`src/rtl/i281_pkg.sv`:
```
// Shared i281 datapath definitions: data/select widths and register indices.
package i281_pkg;

    localparam int unsigned DATA_W    = 8;
    localparam int unsigned REG_SEL_W = 2;

    typedef enum logic [REG_SEL_W-1:0] {
        REG_A = 2'd0,
        REG_B = 2'd1,
        REG_C = 2'd2,
        REG_D = 2'd3
    } reg_idx_t;

endpackage

```
`src/rtl/regfile_readmux.sv`:
```
// Combinational register read port with same-cycle write-to-read forwarding.
module regfile_readmux
    import i281_pkg::*;
#(
    parameter int unsigned WIDTH    = DATA_W,
    parameter int unsigned NUM_REGS = 4,
    parameter int unsigned SEL_W    = $clog2(NUM_REGS)
) (
    input  logic [NUM_REGS*WIDTH-1:0] regs,
    input  logic [SEL_W-1:0]          read_select,
    input  logic                      fwd_en,
    input  logic [SEL_W-1:0]          write_select,
    input  logic [WIDTH-1:0]          writedata,
    output logic [WIDTH-1:0]          readdata
);

    always_comb begin
        readdata = regs[read_select*WIDTH +: WIDTH];
        // fwd_en already folds in reset, run and the write strobe
        if (fwd_en && (write_select == read_select)) begin
            readdata = writedata;
        end
    end

endmodule

```
`src/rtl/regfile_writeport.sv`:
```
// i281 general register file: storage, written flags, last-written index and two forwarding read ports.
module regfile_writeport
    import i281_pkg::*;
#(
    parameter int unsigned WIDTH    = DATA_W,
    parameter int unsigned NUM_REGS = 4
) (
    input  logic                            clock,
    input  logic                            reset,
    input  logic                            run,
    input  logic                            regwrite_en,
    input  logic [$clog2(NUM_REGS)-1:0]     write_select,
    input  logic [WIDTH-1:0]                writedata,
    input  logic [$clog2(NUM_REGS)-1:0]     left_select,
    input  logic [$clog2(NUM_REGS)-1:0]     right_select,
    output logic [WIDTH-1:0]                reginputleft,
    output logic [WIDTH-1:0]                reginputright,
    output logic [NUM_REGS*WIDTH-1:0]       reg_dump,
    output logic [NUM_REGS-1:0]             written_flags,
    output logic [$clog2(NUM_REGS)-1:0]     last_written
);

    localparam int unsigned SEL_W = $clog2(NUM_REGS);

    logic [WIDTH-1:0] regs [NUM_REGS];
    logic             wr_active;

    assign wr_active = run && regwrite_en;

    always_ff @(posedge clock) begin
        if (!reset) begin
            for (int unsigned i = 0; i < NUM_REGS; i++) begin
                regs[i] <= '0;
            end
            written_flags <= '0;
            last_written  <= '0;
        end else if (wr_active) begin
            regs[write_select]          <= writedata;
            written_flags[write_select] <= 1'b1;
            last_written                <= write_select;
        end
    end

    always_comb begin
        reg_dump = '0;
        for (int unsigned i = 0; i < NUM_REGS; i++) begin
            reg_dump[i*WIDTH +: WIDTH] = regs[i];
        end
    end

    regfile_readmux #(
        .WIDTH    (WIDTH),
        .NUM_REGS (NUM_REGS),
        .SEL_W    (SEL_W)
    ) u_left (
        .regs         (reg_dump),
        .read_select  (left_select),
        .fwd_en       (reset && wr_active),
        .write_select (write_select),
        .writedata    (writedata),
        .readdata     (reginputleft)
    );

    regfile_readmux #(
        .WIDTH    (WIDTH),
        .NUM_REGS (NUM_REGS),
        .SEL_W    (SEL_W)
    ) u_right (
        .regs         (reg_dump),
        .read_select  (right_select),
        .fwd_en       (reset && wr_active),
        .write_select (write_select),
        .writedata    (writedata),
        .readdata     (reginputright)
    );

endmodule

```
`config.mk`:
```
export PLATFORM = sky130hd
export DESIGN_NAME = regfile_writeport
export DESIGN_NICKNAME = d
export VERILOG_FILES = /design/src/rtl/i281_pkg.sv /design/src/rtl/regfile_readmux.sv /design/src/rtl/regfile_writeport.sv
export SDC_FILE = /design/constraint.sdc
export NUM_CORES = 1
export LEC_CHECK = 0
export CAP_MARGIN = 10
export CORE_ASPECT_RATIO = 2
export CORE_MARGIN = 3
export CORE_UTILIZATION = 25
export CTS_BUF_LIST = sky130_fd_sc_hd__clkbuf_4 sky130_fd_sc_hd__clkbuf_8
export DETAILED_ROUTE_END_ITERATION = 16
export PLACE_DENSITY_LB_ADDON = 0.25
export SLEW_MARGIN = 20
export SYNTH_ARGS = -nofsm -noshare
export SYNTH_HDL_FRONTEND = slang
export SYNTH_HIERARCHICAL = 1
export SYNTH_SLANG_ARGS = --single-unit
```
`constraint.sdc`:
```
create_clock -name clock -period 3.5 [get_ports clock]
set_clock_uncertainty 0.05 [all_clocks]
set_input_delay 0.875 -clock clock [delete_from_list [all_inputs] [get_ports clock]]
set_output_delay 0.875 -clock clock [all_outputs]
set_load 0.03 [all_outputs]
```
# ---- Word-level counts from Yosys, hierarchy flattened
# Memories as Yosys holds them, arrays and structs flattened.
# Cells that the tools add are included.
# W data, S select, Z words.
dict set report word_totals {
  register_bits 6
  ramBits 32
  in_bits 18
  output_inout_bits 54
  word_cells 27
  n_memories 1
}
# memory depth word_bits rd rd_ports_with_merged_regs wr line
set mem_list {}
lappend mem_list {regs 4 8 4 0 4 regfile_writeport.sv:25} ;# logic [WIDTH-1:0] regs [NUM_REGS];
dict set report op_classes {
  order_cmp 2
  eq_ne 2
  shifts 2
  muxes 11
  bitwise_logic 1
  reduce_logical 6
}
# cell count
set ops {}
lappend ops {{$shiftx A32 B6 Y8} 2}
lappend ops {{$mux W8} 3}
lappend ops {{$reduce_or A8 Y1} 1}
lappend ops {{$mux W1} 6}
lappend ops {{$logic_and A1 B1 Y1} 5}
lappend ops {{$eq A2 B2 Y1} 2}
lappend ops {{$or A4 B4 Y4} 1}
lappend ops {{$lt A2 B3 Y1 const B} 1}
lappend ops {{$demux W1 S2} 1}
lappend ops {{$ge A2 B1 Y1 const B} 1}
lappend ops {{$mux W2} 1}

# ---- Depth between registers and ports, before layout
# Gate-level depths: netlist of the first run.
dict set report depth {
  depth_word 6
  ltp_mapped 5
  ltp_nobuf 3
}

# ---- Hierarchy
# The synthesis of the first run kept the hierarchy.
# mod n_inst cells_each area_each_um2
set modules_own_cells {}
lappend modules_own_cells {regfile_writeport 1 110 1610.3}
lappend modules_own_cells {regfile_readmux 2 21 366.6}

# ---- Least setup slack after synthesis of the first run
# No wires, ideal clock.
dict set report synth_timing {
  kind {input port to output port}
  from {input port reset}
  to {output port reginputleft[0]}
  arrival_time_ps 2065
  t_required_ps 2575
  slack_ps 510
  path_stages 5
  path_buffers 2
  cell_sequence {buf_6 > buf_2 > and3_1 > nand3_4 > mux2_4}
}
dict set report synth_via {
  elab_chain_cells 3
}
# element line
set synth_rtl {}
lappend synth_rtl {{start, declared} regfile_writeport.sv:9} ;# input logic reset,
lappend synth_rtl {{$logic_and A1 B1 Y1} regfile_writeport.sv:58} ;# .fwd_en (reset && wr_active),
lappend synth_rtl {{$logic_and A1 B1 Y1} regfile_readmux.sv:20} ;# if (fwd_en && (write_select == read_select)) begin
lappend synth_rtl {{$mux W8} regfile_readmux.sv:20}
lappend synth_rtl {{end, declared} regfile_writeport.sv:16} ;# output logic [WIDTH-1:0] reginputleft,
# No other way between the ends.

# ---- Worst setup path after layout of the first run
dict set report layout_timing {
  from {input port reset}
  to {output port reginputright[4]}
}
dict set report layout_via {
  elab_chain_cells 3
}
# element line
set layout_rtl {}
lappend layout_rtl {{$logic_and A1 B1 Y1} regfile_writeport.sv:71} ;# .fwd_en (reset && wr_active),
lappend layout_rtl {{$logic_and A1 B1 Y1} regfile_readmux.sv:20}
lappend layout_rtl {{$mux W8} regfile_readmux.sv:20}
lappend layout_rtl {{end, declared} regfile_writeport.sv:17} ;# output logic [WIDTH-1:0] reginputright,
# No other way between the ends.

==> run metrics, run 1 <==
outcome finished, final reports clean; clock sinks 38; final instance area 3445 um^2; worst slew pin tran 0.5028 ns; clock slew at reported path FFs 0.07 ns; drt drc 0; Critical path origin reset; global-route wire length before repair 10210 um; yosys warns 6; vias in the first global route 1742; initial core utilization 25.83%; RR Startpoint last_written[0]; most frequent cell after synthesis edfxtp_1; area of the multi-input gates 1127 um^2; DP Area 3252 um^2; number of synthesized flops with an enable pin 32; unrepaired setup endpoints after global routing false; Async SR Flop Fraction 0%; Min Clock Period, post-route 3.434 ns; min-delay src written_flags[3]; gp weighted congestion 0.8059; Synth Cell Area 2343 um^2; Leakage 1.360 nW; initial antenna violation count 0; maximum vdd drop 0.1832 mV; Worst Hold Class reg -> reg; first drt pass iteration count 4; Skew-Pair Late Insertion Delay 0.29 ns; clock buffer depth 2; FMAX 291.2 MHz; layout cells sized above 1 41.70%; Detailed Route WL 6879 um; total core area 9074 um^2; Slew headroom 66.40%; Detailed Place HPWL 5161 um; Design Power 1.335 mW; vias per cell 4.665; Max Cap Viol 0; # hold bufs at CTS 0; fin crit share 98.12%; CTS buffer count 5; die area 10640 um^2; gr ovfl total 0; final setup violation count 0; Clock Tree Root clkbuf_8; register area share after synthesis 46.13%; cell taking the most area after synthesis edfxtp_1; n_diodes 0; Crit Path Category in -> out; Req. time, crit path 2.57 ns; Area contributors post-synth edfxtp_1, mux4_2, mux2_4, nand4_4, dfxtp_1; vias post-DR 1628; power density cells 387.5 nW/um^2; largest net degree at the start of global routing 19; die height 142.9 um; Worst Path Max Fanout 4; Slew Limit Fails 0; CTS tree yes; fill count 892; Synth Area per Inst 15.42 um^2; hold slack 0.4187 ns; Synth Register Bits 38; Fin. Hold Viols 0; FP Rows 49; post-synth cell types 27; Initial DRC Count 75; Cells after DPL 334; register area 1081 um^2; Avg WL per Cell 19.71 um; Main synth FF type edfxtp_1; htree depth 2; commonest cells in the netlist edfxtp_1, nor2_1, mux2_4, mux4_2, inv_1; critical path data arrival time 2.51 ns; Area growth, synth to finish 46.98%; Finished Layout Cells 349; Detail Route Antenna Nets 0; GRT Overall Usage 13.65%; Final #Nets 264; die width 74.46 um; syn nets 170; Buffers on Ports 71; Crit. End Element output pin; top cell type's share of synthesized area 41.00%; Ports 72; Post-Syn Instances 152; Setup crit start kind input port
==> state kept, by name (all words and copies together) (netlist names) <==
name,cells
regs,32
last_written,2
written_flags,4
==> power breakdown <==
| part | leakage (nW) | internal (mW) | switching [mW] |
|---|---|---|---|
| Clock | 0.0593 | 0.229 | 0.149 |
| Sequential | 0.358 | 0.521 | 0.0226 |
| Combinational | 0.942 | 0.196 | 0.218 |
==> cells in the final DEF, fill, tap and decap left out, types with 5 or more instances in the layout <==
| cell | synthesis | layout |
|---|---|---|
| buf_2 | 5 | 6 |
| inv_1 | 9 | 9 |
| mux2_4 | 16 | 16 |
| nand4_4 | 8 | 8 |
| nor2_1 | 23 | 23 |
| dfxtp_1 | 6 | 6 |
| buf_4 | 1 | 28 |
| edfxtp_1 | 32 | 32 |
| clkdlybuf4s15_2 | 0 | 6 |
| o21a_1 | 5 | 5 |
| clkbuf_8 | 0 | 5 |
| clkdlybuf4s50_1 | 0 | 53 |
| mux4_2 | 16 | 16 |
==> cell families (layout without fill, tap and decap cells) <==
group | after synthesis | in the layout | share of synthesized area (%)
AO/OA/AOI/OAI | 11 | 11 | 3.364
AND/OR/NAND/NOR | 46 | 46 | 16.28
multiplexers | 32 | 32 | 25.63
XOR/XNOR | 4 | 4 | 2.776
flip-flops | 38 | 38 | 46.13
buffers and inverters | 21 | 116 | 5.819
==> layer usage <==
layer	global-route usage (%)	vias to the layer above	share of wire (%)
li1	-	764	-
met1	14.16	804	35
met2	25.85	52	58
met3	2.467	8	4.1
met4	5.347	0	2.2
met5	0	-	0
==> area by class of cell <==
type | count | share of cell area (%)
flip-flops and latches | 38 | 31.38
clock buffers | 7 | 2.434
well taps | 102 | 3.705
clock inverters | 1 | 0.8718
multi-input cells | 93 | 32.73
inverters | 9 | 0.9807
repair buffers | 99 | 27.90
==> critical path, cell delays in order <==
cell	delay [ns]
clkdlybuf4s50_1	0.52
and3_2	0.27
nand3_4	0.08
buf_4	0.18
mux2_4	0.29
clkdlybuf4s15_2	0.28
==> metrics by stage <==
stage               util (%)  setup slack [ns]  TNS, ns
finish                 37.96           0.06575        0
global route           37.96          0.009095        0
CTS                    37.95           0.02022        0
detailed placement     35.84           -0.3394   -4.011
global placement       35.84           -0.3483   -4.140
floorplan                  -            0.5097        0
==> repair_timing <==
action	CTS	global route
endpoints found under the setup margin	14	7
pin swaps	1	0
cloned	2	0
buffers inserted	5	0
resized for setup	50	1
==> worst paths after layout <==
| path | to | slack (ns) | depth (start not counted) |
|---|---|---|---|
| worst max register to register | last_written[0] | 2.74 | 2 |
| worst min-delay path | written_flags[3] | 0.42 | 2 |
| worst min register to register | written_flags[3] | 0.42 | 2 |
| worst max-delay path | reginputright[4] | 0.07 | 6 |
No activity file was read; power rests on OpenSTA's default activity.
==> run 2, diff against run 1 <==
--- a/config.mk
+++ b/config.mk
@@ -17,3 +17,4 @@
 export SYNTH_HDL_FRONTEND = slang
 export SYNTH_HIERARCHICAL = 1
 export SYNTH_SLANG_ARGS = --single-unit
+export TNS_END_PERCENT = 100
==> results of run 2 <==
The final DEF is identical to that of run 1; final timing and power are the same.
==> run 3, diff against run 2 <==
--- a/config.mk
+++ b/config.mk
@@ -6,6 +6,8 @@
 export NUM_CORES = 1
 export LEC_CHECK = 0
 export CAP_MARGIN = 10
+export CELL_PAD_IN_SITES_DETAIL_PLACEMENT = 0
+export CELL_PAD_IN_SITES_GLOBAL_PLACEMENT = 2
 export CORE_ASPECT_RATIO = 2
 export CORE_MARGIN = 3
 export CORE_UTILIZATION = 25
==> run 3 against run 2 <==
Net effect: via count fell by 0.37%; global-route usage up 0.24 points; final area shrank 2.1%; clock-buffer cell count decreased by 1; total power is 6.8% lower; sequential power is essentially flat; critical path type unchanged; critical endpoint is now reginputleft[2]; highest routed layer unchanged.
==> run metrics, run 3 (same netlist as run 1, synthesis figures left out) <==
Buffers on Ports 71; unrepaired setup endpoints after global routing false; fin crit share 98.44%; Clock Tree Root clkbuf_8; most frequent cells in the layout clkdlybuf4s50_1, edfxtp_1, buf_4; drt drc 0; Worst Hold Class reg -> reg; biggest regs regs (32), written_flags (4), last_written (2); power density cells 368.9 nW/um^2; htree depth 2; Area growth, synth to finish 43.83%; CP max stage delay 0.52 ns; Fin. Hold Viols 0; die width 74.46 um; Avg WL per Cell 19.80 um; gr ovfl total 0; Leakage 1.324 nW; DRT met1 WL 2394 um; FP Rows 49; Max Cap Viol 0; Slew headroom 66.55%; Detailed Route WL 6872 um; Min Clock Period, post-route 3.445 ns; vias per cell 4.674; WL met3 286 um; vias post-DR 1622; Detailed Place HPWL 5221 um; CP cell instances clkdlybuf4s50_1 > and3_2 > nand3_4 > buf_4 > mux2_4 > buf_4; # hold bufs at CTS 0; max layer used met4; commonest non-fill, non-tap cell in the layout clkdlybuf4s50_1; Ports 72; gp weighted congestion 0.7606; maximum vdd drop 0.2000 mV; Detail Route Antenna Nets 0; FMAX 290.3 MHz; Final #Nets 263; vias in the first global route 1781; worst slew pin tran 0.5018 ns; Critical path buffers and inverters 3; final instance area 3371 um^2; CTS buffer count 5; CP max-delay cell clkdlybuf4s50_1; Initial DRC Count 75; crit-path leading delay family buffers and inverters; Worst R2R Setup Slack 2.74 ns; first drt pass iteration count 4; layout cells sized above 1 41.22%; Req. time, crit path 2.57 ns; total core area 9074 um^2; largest net degree at the start of global routing 19; WL met2 4104 um; clock buffer depth 2; global-route wire length before repair 10570 um; final setup violation count 0; clock slew at reported path FFs 0.07 ns; initial core utilization 25.83%; n_diodes 0; die area 10640 um^2; outcome finished, final reports clean; Worst Path Max Fanout 7; max reg flops 32; Setup crit start kind input port; CTS tree yes; Crit. End Element output pin; GRT Overall Usage 13.89%; clock sinks 38; Crit Path Category in -> out; fill count 911; critical path data arrival time 2.52 ns; initial antenna violation count 0; hold slack 0.4134 ns; Skew-Pair Late Insertion Delay 0.29 ns; Reg with most FFs regs; die height 142.9 um; CP most frequent cell buf_4; DP Area 3262 um^2; Slew Limit Fails 0
-- run 3: final timing paths --
check             depth (start not counted)        startpoint                to
setup reg to reg                          2   last_written[0]   last_written[0]
hold / removal                            2  written_flags[3]  written_flags[3]
setup / recovery                          6             reset   reginputleft[2]
hold reg to reg                           2  written_flags[3]  written_flags[3]
-- run 3: power breakdown --
group	internal (mW)	total, mW	switching (mW)
clock	0.144	0.294	0.149
combinational	0.190	0.408	0.218
sequential	0.521	0.542	0.0214
-- run 3: area by class of cell --
cell class / count / area (um^2) / area share, %
well taps: 102 / 127.6 / 3.786
flip-flops and latches: 38 / 1081 / 32.07
clock buffers: 6 / 76.32 / 2.264
inverters: 9 / 33.78 / 1.002
clock inverters: 1 / 7.507 / 0.2227
repair buffers: 98 / 917.1 / 27.21
multi-input cells: 93 / 1127 / 33.44
-- run 3: stage by stage --
step	util, %	worst slack, ns	total power, mW	cells	TNS, ns
4_1_cts	36.65	0.01247	1.260	343	0
3_5_place_dp	35.95	-0.3453	0.9760	336	-3.464
3_3_place_gp	35.95	-0.3470	0.9757	336	-3.602
2_1_floorplan	-	0.5097	0.7990	152	0
5_1_grt	37.15	0.01483	1.300	347	0
6_report	37.15	0.05475	1.244	347	0
-- run 3: metal layers --
metal | up-vias | GRT usage [%]
li1 | 761 | -
met3 | 7 | 2.467
met4 | 0 | 4.503
met1 | 811 | 14.83
met2 | 43 | 26.36
met5 | - | 0
-- run 3: what timing repair did --
action,4_1_cts,5_1_grt
pin swaps,0,3
gates resized for setup,43,1
setup buffers,0,4
endpoints found under the setup margin,14,4
-- run 3: worst reg2reg max path, stage by stage (launching register included) --
cell      delay (ns)
dfxtp_1         0.32
a21boi_0        0.12
o21a_1          0.18
